**src/rtl/mult_seq_ctrl.sv**
```systemverilog
// Sequencer for the registered Wallace-tree multiplier.
// Stalls the pipeline, runs one signed multiply, writes lo/hi back.
module mult_seq_ctrl #(
  parameter int N    = 32,
  parameter int LAT  = 2,
  parameter int RA_W = 3
) (
  input  logic            clk,
  input  logic            reset,
  input  logic            req_valid,
  output logic            req_ready,
  input  logic [N-1:0]    op_a,
  input  logic [N-1:0]    op_b,
  input  logic [RA_W-1:0] rd_lo,
  input  logic [RA_W-1:0] rd_hi,
  input  logic            flush,
  output logic            mult_en,
  output logic [N-1:0]    mult_a,
  output logic [N-1:0]    mult_b,
  input  logic [2*N-1:0]  mult_result,
  output logic            stall,
  output logic            wb_valid,
  output logic [RA_W-1:0] wb_addr,
  output logic [N-1:0]    wb_data,
  input  logic            wb_ack,
  output logic            busy
);

  localparam int CW = (LAT > 1) ? $clog2(LAT) : 1;

  typedef enum logic [2:0] {
    IDLE, COMPUTE, CAPTURE, WB_LO, WB_HI
  } state_t;

  state_t          state;
  logic [CW-1:0]   cnt;
  logic [RA_W-1:0] lo_q;
  logic [RA_W-1:0] hi_q;
  logic [N-1:0]    prod_hi_q;

  logic accept;
  logic abort;
  logic done;

  assign accept = req_valid & req_ready & ~flush;
  assign abort  = flush & ((state == COMPUTE) | (state == CAPTURE));
  assign done   = (state == WB_HI) & (~wb_valid | wb_ack);

  // Accept cycle must also freeze upstream, so stall is not registered.
  assign stall = busy | accept;

  // State walk with outputs registered for the state being entered.
  always_ff @(posedge clk or posedge reset) begin
    if (reset) begin
      state     <= IDLE;
      cnt       <= '0;
      lo_q      <= '0;
      hi_q      <= '0;
      prod_hi_q <= '0;
      req_ready <= 1'b1;
      busy      <= 1'b0;
      mult_en   <= 1'b0;
      mult_a    <= '0;
      mult_b    <= '0;
      wb_valid  <= 1'b0;
      wb_addr   <= '0;
      wb_data   <= '0;
    end else if (abort || done) begin
      state     <= IDLE;
      cnt       <= '0;
      req_ready <= 1'b1;
      busy      <= 1'b0;
      mult_en   <= 1'b0;
      mult_a    <= '0;
      mult_b    <= '0;
      wb_valid  <= 1'b0;
      wb_addr   <= '0;
      wb_data   <= '0;
    end else begin
      unique case (state)
        IDLE: begin
          if (accept) begin
            state     <= COMPUTE;
            cnt       <= '0;
            lo_q      <= rd_lo;
            hi_q      <= rd_hi;
            req_ready <= 1'b0;
            busy      <= 1'b1;
            mult_en   <= 1'b1;
            mult_a    <= op_a;
            mult_b    <= op_b;
          end
        end
        COMPUTE: begin
          cnt <= cnt + 1'b1;
          if (cnt == CW'(LAT - 1)) begin
            state   <= CAPTURE;
            mult_en <= 1'b0;
            mult_a  <= '0;
            mult_b  <= '0;
          end
        end
        CAPTURE: begin
          state     <= WB_LO;
          prod_hi_q <= mult_result[2*N-1:N];
          wb_valid  <= (lo_q != '0);
          wb_addr   <= lo_q;
          wb_data   <= (lo_q != '0) ? mult_result[N-1:0] : '0;
        end
        WB_LO: begin
          if (!wb_valid || wb_ack) begin
            state    <= WB_HI;
            wb_valid <= (hi_q != '0);
            wb_addr  <= hi_q;
            wb_data  <= (hi_q != '0) ? prod_hi_q : '0;
          end
        end
        WB_HI: begin
          state <= WB_HI;
        end
      endcase
    end
  end

endmodule

```
**config.mk**
```make
export PLATFORM = sky130hd
export DESIGN_NAME = mult_seq_ctrl
export DESIGN_NICKNAME = d
export VERILOG_FILES = /design/src/rtl/mult_seq_ctrl.sv
export SDC_FILE = /design/constraint.sdc
export NUM_CORES = 1
export LEC_CHECK = 0
export CORE_ASPECT_RATIO = 0.8
export CORE_MARGIN = 1.5
export CORE_UTILIZATION = 30
export DETAILED_ROUTE_END_ITERATION = 7
export GPL_ROUTABILITY_DRIVEN = 0
export HOLD_SLACK_MARGIN = 0.05
export PLACE_DENSITY = 0.63
export SLEW_MARGIN = 20
export SYNTH_ARGS = -nofsm -noshare
export SYNTH_HDL_FRONTEND = slang
export SYNTH_SLANG_ARGS = --single-unit
```
**constraint.sdc**
```tcl
create_clock -name clk -period 8.3 [get_ports clk]
set_input_delay 1.66 -clock clk [delete_from_list [all_inputs] [get_ports clk]]
set_output_delay 1.66 -clock clk [all_outputs]
set_load 0.02 [all_outputs]
```
# Word level (Yosys, flattened, before mapping)
# Index checks and enable logic that the tools add are counted.
# W data, S select, Z words.
[totals]
elab_cells = 82
inputBits = 139
ff_bits = 145
output_inout_bits = 104
[classes]
n_bitwise = 10
addsub = 1
reduce_logical = 17
muxes = 34
n_eq_ne = 7
[op_table]
columns = ["cell", "n"]
rows = [
  ["$mux W32", 9],
  ["$pmux W32 S2", 3],
  ["$mux W3", 6],
  ["$pmux W3 S5", 1],
  ["$reduce_bool A3 Y1", 4],
  ["$mux W1", 11],
  ["$reduce_and A3 Y1", 3],
  ["$reduce_and A2 Y1", 4],
  ["$eq A3 B2 Y1 const B", 2],
  ["$ne A3 B3 Y1 const B", 2],
  ["$pmux W1 S2", 3],
  ["$pmux W3 S2", 1],
  ["$and A1 B1 Y1", 4],
  ["$reduce_bool A2 Y1", 2],
  ["$eq A3 B1 Y1 const B", 1],
  ["$eq A3 B3 Y1 const B", 1],
  ["$logic_not A3 Y1", 1],
  ["$ne A3 B2 Y1 const B", 1],
  ["$not A1 Y1", 3],
  ["$or A1 B1 Y1", 3],
  ["$logic_or A1 B1 Y1", 2],
  ["$add A1 B1 Y1 const B", 1],
  ["$logic_not A1 Y1", 1],
]

# Logic depth before layout (Yosys ltp)
[depth]
word_depth = 6
ltp_mapped = 7
depth_no_buf = 4

# Worst setup path before layout
# No wires, ideal clock.
[synth_path]
kind = "input -> output"
start = "input flush"
end = "output stall"
cell_stages = 3
path_buffers = 1
arrival_ps = 2216
t_required_ps = 6640
slack_ps = 4424
cell_sequence = "buf_2 > nand3b_1 > nand2_1"
[synth_via]
elab_chain_cells = 3
[synth_rtl]
columns = ["element", "line_no", "text"]
rows = [
  ["start, declared", "16", "input logic flush,"],
  ["$not A1 Y1", "45", "assign accept = req_valid & req_ready & ~flush;"],
  ["$and A1 B1 Y1", "45", ""],
  ["$or A1 B1 Y1", "50", "assign stall = busy | accept;"],
  ["end, declared", "21", "output logic stall,"],
]
# Every way passes these cells.

# Final worst setup path
# Ends and elaborated chain as after synthesis.

==> flow_summary.ini <==
[power_and_ir_drop]
leakage_uw = 0.00415
intPower_uw = 2170
pwr-share-comb_pct = 43.0
sw_frac_of_total_pct = 37.1
p_clk_share_pct = 21.8
pwr_density_cell_mw_per_mm2 = 377
p_seq_share_pct = 35.2
p_switching_uw = 1280
vdd_drop_max_mv = 0.167

[logic_synthesis]
yosys_warnings = 0
syn_area_mm2 = 0.00592
yosysTopAreaCell = dfrtp_1
synthDistinctLibCells = 38
yosys_register_bits = 145
syn_nets = 581
synthArstFlopShare_pct = 100
synth_cells = 442
synth_seq_area_share_pct = 61.3
synth_top_cell_area_share_pct = 60.9
syn_avg_cell_area_um2 = 13.4
synth_ff_type = dfrtp_1
synth-edff-count = 0
synth_area_leaders = dfrtp_1 61%, a22o_1 9.6%, mux2_2 6.1%

[cells_and_area]
fillers = 1744
fin_nets = 814
num_antenna_cells = 0
multi_input_area_mm2 = 0.00211
seqCellArea_mm2 = 0.00363
syn_to_final_growth_pct = 54.4
drive_gt1_share_pct = 15.4
fin_area_mm2 = 0.00914

[global_routing]
grt_pass1_vias = 4635
antenna_found_initial = 0
grt_start_max_net_pins = 74
grt_pass1_wl_mm = 25.5
overflow = 0
grt_usage_pct = 15.8

[setup_path]
worstPathArrival_ns = 3.33
cp_cell_sequence = clkdlybuf4s50_1 -> nand3b_1 -> nand2_1 -> clkdlybuf4s50_1
cp_max_fo = 11
critical_path_class = input port to output port
cp.required_ns = 6.64
cp_slowest_stage_delay_ns = 0.60
crit_top_cell = clkdlybuf4s50_1
critPathSlowestCell = clkdlybuf4s50_1
end_kind = output port
cp-start-kind = input port

[place]
dp_hpwl_mm = 11.1
placed_cell_area_mm2 = 0.00855
port_buffers = 242

[drt]
vias = 4439
wl_per_cell_um = 16.9
drc = 0
routed_wl_mm = 16.0
ant_nets = 0
drtIter0Drc = 214
drtPass1Iterations = 4
viasPerCell = 4.69

[timing]
fmax_ghz = 0.200
skew_ns = 0.00635
max_slew_margin_pct = 36.7
finalHoldViolCount = 0
worst_pin_slew_ns = 0.949
rsz0062_at_grt = no
fin_crit_ns = 4.99
fin_tns_setup_ns = 0
slew_violations = 0
period_share_pct = 60.1
setup_violations = 0

[clock_network]
cts-buffers-inserted = 17
cts.clk_slew.worst_paths_ns = 0.06
cts_setup_buffers = 0
hold_buffers = 0
cts_resized = 0
cts_max_level = 4
cts_num_sinks = 145
cts.root.buffer_cell = clkbuf_16
clock_path_buffers = 2
cts_tree = done
clk_latency_ns = 0.41

[floorplan]
rows = 45
fp.dieArea_mm2 = 0.0206
initial_core_util_pct = 30.9
fp.dieW_um = 160
die_y_um = 129
core_area_mm2 = 0.0191
num_io_pins = 243

[hold_path]
hp-class = flip-flop to flip-flop

[job]
cap_violations = 0

[run_status]
outcome = finished, final reports clean
[power groups by stage]
stage | clock (uW) | sequential, uW | combinational [uW]
floorplan | 0 | 1440 | 630
global placement | 0 | 1210 | 1470
detailed placement | 0 | 1220 | 1500
CTS | 775 | 1220 | 1510
global route | 808 | 1260 | 1590
finish | 751 | 1220 | 1480
[worst max-delay path: cells and delay by family]
family / cells / cell delay [ns]
buffers and inverters: 2 / 1.18
and+or+nand+nor: 2 / 0.49
[per-layer routing]
| layer | vias to the layer above | track usage [%] | part of all wire (%) |
|---|---|---|---|
| met4 | 0 | 5.83 | 2.1 |
| li1 | 2079 | - | - |
| met3 | 21 | 4.93 | 6.6 |
| met5 | - | 0 | 0 |
| met2 | 138 | 24.8 | 48 |
| met1 | 2201 | 20.5 | 44 |
[area by class of cell]
class,count,share of cell area [%]
Clock buffer,18,4.81
Clock inverter,14,1.59
Inverter,5,0.260
Multi-Input combinational cell,258,23.1
Sequential cell,145,39.7
Tap cell,258,3.53
Timing Repair Buffer,248,27.0
[cell families (layout without fill, tap and decap cells)]
logic type / count (synthesis) / after routing / synth area share (%)
flops: 145 / 145 / 61.3
compound gates: 117 / 117 / 16.7
mux: 74 / 74 / 13.3
simple gates: 67 / 67 / 5.43
buf+inv: 39 / 285 / 3.23
[cell usage after synthesis, types with 2 or more instances]
cell type / count
a21oi_1: 4
nand3b_1: 4
nor3_1: 6
inv_1: 5
nor2_1: 5
mux2_1: 7
o22ai_1: 3
clkbuf_1: 14
nand2b_1: 2
buf_6: 3
a22o_1: 65
buf_2: 15
mux2_2: 32
dfrtp_1: 144
o31ai_1: 4
mux2i_1: 35
a2bb2oi_1: 2
o21ai_0: 5
o21ai_2: 29
nand2_1: 40
[final timing paths]
kind                              from          end  slack [ns]  cells past startpoint
setup / recovery                 flush        stall        3.31                      4
hold / removal             wb_data[21]  wb_data[21]        0.47                      2
max in group asynchronous        reset    mult_b[7]        5.15                      3
setup reg to reg              state[0]  wb_data[31]        5.47                      5
hold reg to reg            wb_data[21]  wb_data[21]        0.47                      2
min in group asynchronous        reset   mult_b[26]        1.73                      2
[flip-flops by register name, summed over array words and instances (netlist names), 3 cells and up]
name and cells:
wb_addr 3, hi_q 3, mult_b 32, state 3
lo_q 3, mult_a 32, wb_data 32, prod_hi_q 32
[through the flow]
stage                     worst slack (ns)  power, uW  hold slack, ns  std cells  util, %
after global placement                3.35       2680           0.464        914     44.7
after global routing                  3.19       3660           0.493        946     47.7
final                                 3.31       3450           0.474        946     47.7
after floorplan                       2.75       2070           0.457        442        -
after CTS                             3.32       3500           0.479        946     47.7
after detailed placement              3.33       2730           0.469        914     44.7
[placed cells by master, fill, tap and decap left out, drive strengths merged, types with 3 or more instances in the layout]
cell type | synthesis | routed
buf | 20 | 6
nand2 | 40 | 40
nor2 | 5 | 5
a22o | 65 | 65
clkinv | 0 | 5
inv | 5 | 11
nand3b | 4 | 4
nor3 | 7 | 7
clkdlybuf4s50 | 0 | 242
clkbuf | 14 | 18
o21ai | 34 | 34
a21oi | 4 | 4
dfrtp | 144 | 144
mux2i | 35 | 35
o31ai | 5 | 5
mux2 | 39 | 39
o22ai | 3 | 3
No activity file was read; power rests on OpenSTA's default activity.
